$ cat src/rtl/bcd_digit_stream_counter.sv
// Multi-digit BCD up/down counter with a snapshot-and-stream port (LSD first, valid/ready).
// Optional macro BCD_SNAP_ON_TC_EN: a counting wrap in IDLE starts a snapshot automatically.
module bcd_digit_stream_counter #(
  parameter int DIGITS = 2
) (
  input  logic                clk,
  input  logic                rst,
  input  logic                en,
  input  logic                up,
  input  logic                load,
  input  logic [4*DIGITS-1:0] load_val,
  output logic [4*DIGITS-1:0] count,
  output logic                tc,
  input  logic                snap,
  output logic                busy,
  output logic                out_valid,
  input  logic                out_ready,
  output logic [3:0]          out_digit,
  output logic                out_last
);
  localparam int W  = 4 * DIGITS;
  localparam int IW = (DIGITS > 1) ? $clog2(DIGITS) : 1;

  typedef enum logic {IDLE, SEND} state_t;

  state_t          state_q;
  logic [W-1:0]    count_q, count_d;
  logic [W-1:0]    shift_q;
  logic [IW-1:0]   idx_q;
  logic            out_valid_q, out_last_q;
  logic [3:0]      out_digit_q;
  logic            carry;
  logic            all9, all0;
  logic            start;

  always_comb begin
    all9 = 1'b1;
    all0 = 1'b1;
    for (int i = 0; i < DIGITS; i++) begin
      if (count_q[4*i +: 4] != 4'd9) all9 = 1'b0;
      if (count_q[4*i +: 4] != 4'd0) all0 = 1'b0;
    end
  end

  assign tc = up ? all9 : all0;

  // Ripple carry/borrow through the digits; a digit only moves while carry is live.
  always_comb begin
    count_d = count_q;
    carry   = 1'b0;
    if (load) begin
      for (int i = 0; i < DIGITS; i++)
        count_d[4*i +: 4] = (load_val[4*i +: 4] > 4'd9) ? 4'd9 : load_val[4*i +: 4];
    end else if (en) begin
      carry = 1'b1;
      for (int i = 0; i < DIGITS; i++) begin
        if (carry) begin
          if (up) begin
            if (count_q[4*i +: 4] == 4'd9) count_d[4*i +: 4] = 4'd0;
            else begin
              count_d[4*i +: 4] = count_q[4*i +: 4] + 4'd1;
              carry = 1'b0;
            end
          end else begin
            if (count_q[4*i +: 4] == 4'd0) count_d[4*i +: 4] = 4'd9;
            else begin
              count_d[4*i +: 4] = count_q[4*i +: 4] - 4'd1;
              carry = 1'b0;
            end
          end
        end
      end
    end
  end

  always_ff @(posedge clk) begin
    if (rst) count_q <= '0;
    else     count_q <= count_d;
  end

`ifdef BCD_SNAP_ON_TC_EN
  assign start = (state_q == IDLE) && (snap || (en && !load && tc));
`else
  assign start = (state_q == IDLE) && snap;
`endif

  // shift_q holds the digits not yet presented; out_digit_q is the one on the bus.
  always_ff @(posedge clk) begin
    if (rst) begin
      state_q     <= IDLE;
      shift_q     <= '0;
      idx_q       <= '0;
      out_valid_q <= 1'b0;
      out_digit_q <= 4'd0;
      out_last_q  <= 1'b0;
    end else begin
      case (state_q)
        IDLE: begin
          if (start) begin
            shift_q     <= count_q >> 4;
            out_digit_q <= count_q[3:0];
            out_last_q  <= (DIGITS == 1);
            idx_q       <= '0;
            out_valid_q <= 1'b1;
            state_q     <= SEND;
          end
        end
        SEND: begin
          if (out_valid_q && out_ready) begin
            if (out_last_q) begin
              out_valid_q <= 1'b0;
              out_last_q  <= 1'b0;
              state_q     <= IDLE;
            end else begin
              out_digit_q <= shift_q[3:0];
              shift_q     <= shift_q >> 4;
              idx_q       <= idx_q + IW'(1);
              out_last_q  <= ((idx_q + IW'(1)) == IW'(DIGITS - 1));
            end
          end
        end
        default: state_q <= IDLE;
      endcase
    end
  end

  assign count     = count_q;
  assign busy      = (state_q == SEND);
  assign out_valid = out_valid_q;
  assign out_digit = out_digit_q;
  assign out_last  = out_last_q;
endmodule
$ cat config.mk
export PLATFORM = sky130hd
export DESIGN_NAME = bcd_digit_stream_counter
export DESIGN_NICKNAME = d
export VERILOG_FILES = /design/src/rtl/bcd_digit_stream_counter.sv
export SDC_FILE = /design/constraint.sdc
export NUM_CORES = 1
export LEC_CHECK = 0
export ABC_AREA = 0
export CELL_PAD_IN_SITES_DETAIL_PLACEMENT = 1
export CELL_PAD_IN_SITES_GLOBAL_PLACEMENT = 2
export CORE_ASPECT_RATIO = 1.25
export CORE_UTILIZATION = 25
export DETAILED_ROUTE_END_ITERATION = 10
export GPL_TIMING_DRIVEN = 0
export PLACE_DENSITY = 0.71
export SKIP_LAST_GASP = 1
export SLEW_MARGIN = 20
export SYNTH_ARGS = -nofsm -noshare
export SYNTH_HDL_FRONTEND = slang
export SYNTH_SLANG_ARGS = --single-unit
export TNS_END_PERCENT = 10
$ cat constraint.sdc
create_clock -name clk -period 1.1 [get_ports clk]
set_input_delay 0.165 -clock clk [delete_from_list [all_inputs] [get_ports clk]]
set_output_delay 0.165 -clock clk [all_outputs]
set_load 0.03 [all_outputs]
# After elaboration in Yosys (flattened, before gate mapping)

Index checks and enable logic that the tools add are counted.

$add $sub $neg: 5
$mul: 0
Divide/modulo/power cells: 0
Order comparisons: 2
Eq/ne operators: 8
Shift-type cells: 0
Multiplexer cells: 44
Bitwise operators: 1
Reductions and logical operators: 12

Operator list:

| cell                                                   | count |
|---|---|
| two-way mux 4 bit                                      | 12 |
| two-way mux 8 bit                                      | 5 |
| two-way mux 1 bit                                      | 21 |
| case mux 8 bit (2 select lines)                        | 1 |
| adder 4 x 1 -> 4 bit (second input constant)           | 2 |
| == test 4 bit (second input constant)                  | 2 |
| > comparator 4 bit (second input constant)             | 2 |
| logical NOT 4 bit                                      | 2 |
| inequality test 4 bit (second input constant)          | 2 |
| case mux 1 bit (2 select lines)                        | 4 |
| case mux 4 bit (2 select lines)                        | 1 |
| nonzero test 4 bit                                     | 2 |
| subtractor 4 x 1 -> 4 bit (second input constant)      | 2 |
| AND reduction 3 bit                                    | 2 |
| inequality test 2 x 1 -> 1 bit (second input constant) | 2 |
| inequality test 2 bit (second input constant)          | 2 |
| AND reduction 2 bit                                    | 2 |
| nonzero test 2 bit                                     | 2 |
| logical AND 1 bit                                      | 2 |
| adder 1 bit (second input constant)                    | 1 |
| inverter 1 bit                                         | 1 |

Register bits after elaboration: 24
Latch bits: 0
Bits in writable memories: 0
Memory bits (read-only): 0
Output and inout port bits: 16
Logic and storage cells: 80
Memories kept: 0

# Depth between registers and ports, before layout

Word-level depth: 8
Mapped depth: 6
Gate-level depth less buffers: 4

# Least setup slack after synthesis

OpenSTA, ideal clock, no wires.

Path kind: reg-to-output
Start: register count_q[1], in the netlist count[1]
End: output port tc
Arrival: 1594 ps
Data required time: 935 ps
Slack: -659 ps
Stages on the path, launching flop included: 4
Path through: dfxtp_1 -> buf_6 -> or4_1 -> a21oi_1

Longest elaborated chain between the ends: 4

RTL lines:

| item                                                               | RTL line | source |
|---|---|---|
| from (decl)                                                        | 27       | `logic [W-1:0] count_q, count_d;` |
| from (signal assigned)                                             | 78       | `else count_q <= count_d;` |
| inequality test 4 bit / nonzero test 4 bit (equally long branches) | 40, 41   |  |
| two-way mux 1 bit (on tied branches) (2 in a row)                  | 40, 41   |  |
| two-way mux 1 bit *                                                | 45       | `assign tc = up ? all9 : all0;` |
| to (decl)                                                          | 13       | `output logic tc,` |

Mark *: on every way between the ends. The rest lies on a longest branch, timed or not.

# Worst setup path after layout

Same ends and word-level chain as after synthesis.

==> impl_metrics.csv <==
group,metric,value,unit
setup_path,critical_path.top_delay_family,"simple AND/OR/NAND/NOR gates",
floorplanning,initial_utilization,26.5,%
clock_tree,clk_pin_slew,0.08,ns
finish,layout_commonest_cell,"clkdlybuf4s50_1",
setup_path,max_stage_delay,0.51,ns
timing,fmax,0.594,GHz
clock_tree,holdBufCountCts,0,
clock_tree,clk_path_buf_depth,2,
drt,num_vias,1321,
global_route,overflow,0,
timing,fin_ws,-0.584,ns
finish,syn2layout_area_growth,48.7,%
place,gp_congestion,0.696,
yosys,synth_top_area_share,31.3,%
yosys,synth-seq-cells,20,
floorplanning,ios,31,
place,dp_slack,-1.12,ns
clock_tree,cts_inserted_buffers,3,
drt,avgRoutedWirePerCell,15.4,um
yosys,yosysTopAreaCell,"dfxtp_1",
global_route,grt.busiest_layer,"met2",
yosys,ys_warn_count,0,
clock_tree,clock_latency,0.26,ns
job,maxCapViolations,0,
global_route,use_met3,1.53,%
floorplanning,coreArea,0.00483,mm^2
yosys,synth_area,0.00128,mm^2
setup_path,critPathSlowestCell,"or4_4",
global_route,grt_pass1_wl,6.31,mm
global_route,grt_pass1_vias,1328,
global_route,gr-usage-met2,29.4,%
drt,routed_wirelength,4.03,mm
setup_path,cp-end-kind,"primary output",
timing,rsz0062_at_grt,"true",
timing,finalCritPeriodShare,153,%
status,status,"finished with violations",
floorplanning,fp.dieH,82,um
timing,maxSlewViolCount,0,
clock_tree,cts-htree-levels,1,
drt,initialDrtViolationCount,26,
timing,holdWs,0.455,ns
setup_path,critPathBufInv,2,
finish,nets,218,
drt,detail-route-antenna-nets,0,
finish,antennaDiodeCount,0,
finish,layout-drive-gt1-share,26.2,%
timing,clock_skew,0.00274,ns
clock_tree,cts.sinks,20,
yosys,syn_area_per_cell,8.10,um^2
status,violations,"negative setup slack",
setup_path,worstSetupStartpointType,"flop",
finish,layout_common_cells,"27 x clkdlybuf4s50_1, 14 x nor2_1, 12 x dfxtp_1",
drt,viasPerCell,5.04,
setup_path,crit_fanout,4,
setup_path,crit_required,0.94,ns
worst_hold_path,hold_class,"reg2reg",
floorplanning,die_width,66,um
yosys,synth_ff_type,"dfxtp_1",
place,port_buffers,30,
finish,fillers,592,
setup_path,r2r_slack,-0.47,ns
timing,final-hold-violation-count,0,
place,hpwl,2.92,mm
timing,slew_headroom,68.8,%
setup_path,path_cells,"buf_8, or4_4, a21oi_4, buf_6",
place,dp_cells,248,
drt,remaining_drc_errors,0,
yosys,synth-seq-area-share,31.3,%
yosys,synth_fp_nets,173,
clock_tree,cts-root-buf,"clkbuf_8",
floorplanning,fp-row-count,28,
power,cellPowerDensity,1130,mW/mm^2
yosys,synth.distinct_cells,44,
setup_path,critPathArrivalTime,1.52,ns
timing,totalNegativeSetupSlack,-10.40,ns
yosys,synth_edf_count,0,
global_route,grt_usage,15.5,%
power,p_leak,0.717,nW
yosys,synth_cells,158,
yosys,synth_area_leaders,"dfxtp_1 31%, mux2i_1 6.3%, a21oi_1 5.1%",
global_route,met1_usage,18.0,%
drt,dr.pass1.iters,4,
global_route,grt_max_degree,12,
yosys,async_reset_ff_share,0,%
finish,fin_cells,262,
clock_tree,cts_tree,"yes",
global_route,antenna_found_initial,0,
timing,fin_crit,1.68,ns
floorplanning,die_area,0.00541,mm^2
power,vdd_ir_drop_max,0.000525,V
timing,setup_viol,32,
setup_path,critical_path_class,"reg2out",
timing,tightest_slew,0.468,ns
==> worst register-to-register path: cells and delay by family, from the launching register on <==
family | cells | cell delay [ns]
DFF | 1 | 0.36
AOI/OAI and AO/OA | 3 | 0.51
buffers and inverters | 4 | 0.49
and+or+nand+nor | 1 | 0.09
==> path summary, 6_finish.rpt <==
check / start / cells past startpoint / endpoint
worst min register to register: idx_q / 2 / idx_q
worst max register to register: count[1] / 8 / count[2]
worst min-delay path: idx_q / 2 / idx_q
worst max-delay path: count[1] / 4 / tc
==> logic make-up after synthesis <==
logic type | Yosys count | synth area share (%)
simple gates | 56 | 24.4
compound gates | 48 | 24.8
mux | 8 | 6.26
xor+xnor | 6 | 4.11
flops | 20 | 31.3
buf+inv | 20 | 9.09
==> through the flow <==
| stage | total power [W] | cell area [um^2] | util (%) |
|---|---|---|---|
| after detailed placement | 0.00150 | 1690 | 35.0 |
| after floorplan | 0.00126 | 1320 | - |
| after CTS | 0.00215 | 1840 | 38.0 |
| after global routing | 0.00228 | 1900 | 39.4 |
| after global placement | 0.00148 | 1690 | 35.0 |
| final | 0.00216 | 1900 | 39.4 |
==> flip-flops by register name, indices dropped and copies added, names as in the netlist <==
name / count
count: 8
shift_q: 4
out_last: 1
out_valid: 1
out_digit: 4
busy: 1
idx_q: 1
==> per-layer routing <==
layer	up-vias	part of all wire, %
li1	668	-
met4	0	0.99
met5	-	0
met2	28	52
met1	621	44
met3	4	3.1
==> repair_timing <==
item | in CTS | in global routing
endpoints found under the hold margin | 0 | 0
gates cloned | 0 | 0
buffers inserted | 6 | 5
gates resized for setup | 26 | 10
endpoints found under the setup margin | 35 | 34
pin swaps | 5 | 3
==> synth_stat cells, types with 2 or more instances <==
| master | number |
|---|---|
| a211oi_1 | 5 |
| a21oi_1 | 13 |
| a221oi_1 | 3 |
| a31oi_1 | 2 |
| and3_1 | 3 |
| and4_1 | 2 |
| buf_2 | 3 |
| buf_4 | 2 |
| buf_6 | 4 |
| clkbuf_1 | 5 |
| dfxtp_1 | 20 |
| inv_1 | 6 |
| mux2i_1 | 8 |
| nand2_1 | 8 |
| nand3_1 | 7 |
| nand3b_1 | 5 |
| nor2_1 | 14 |
| nor2b_1 | 3 |
| nor3_1 | 5 |
| o21ai_0 | 7 |
| o21ai_1 | 5 |
| or4_1 | 2 |
| xnor2_1 | 4 |
| xor2_1 | 2 |
==> layout make-up <==
class,count,area (um^2),share of cell area [%]
tap,60,75.1,3.94
sequential,20,413,21.7
inverter,6,22.5,1.18
multi-input combinational,118,837,44.0
buffer,14,115,6.05
clock buffer,4,55.1,2.89
timing repair buffer,40,385,20.2
==> power breakdown <==
| part | total (W) | internal [W] | switching (W) |
|---|---|---|---|
| Sequential | 0.000819 | 0.000777 | 0.0000411 |
| Clock | 0.000591 | 0.000319 | 0.000272 |
| Combinational | 0.000748 | 0.000346 | 0.000402 |
(Power assumes the default switching activity.)
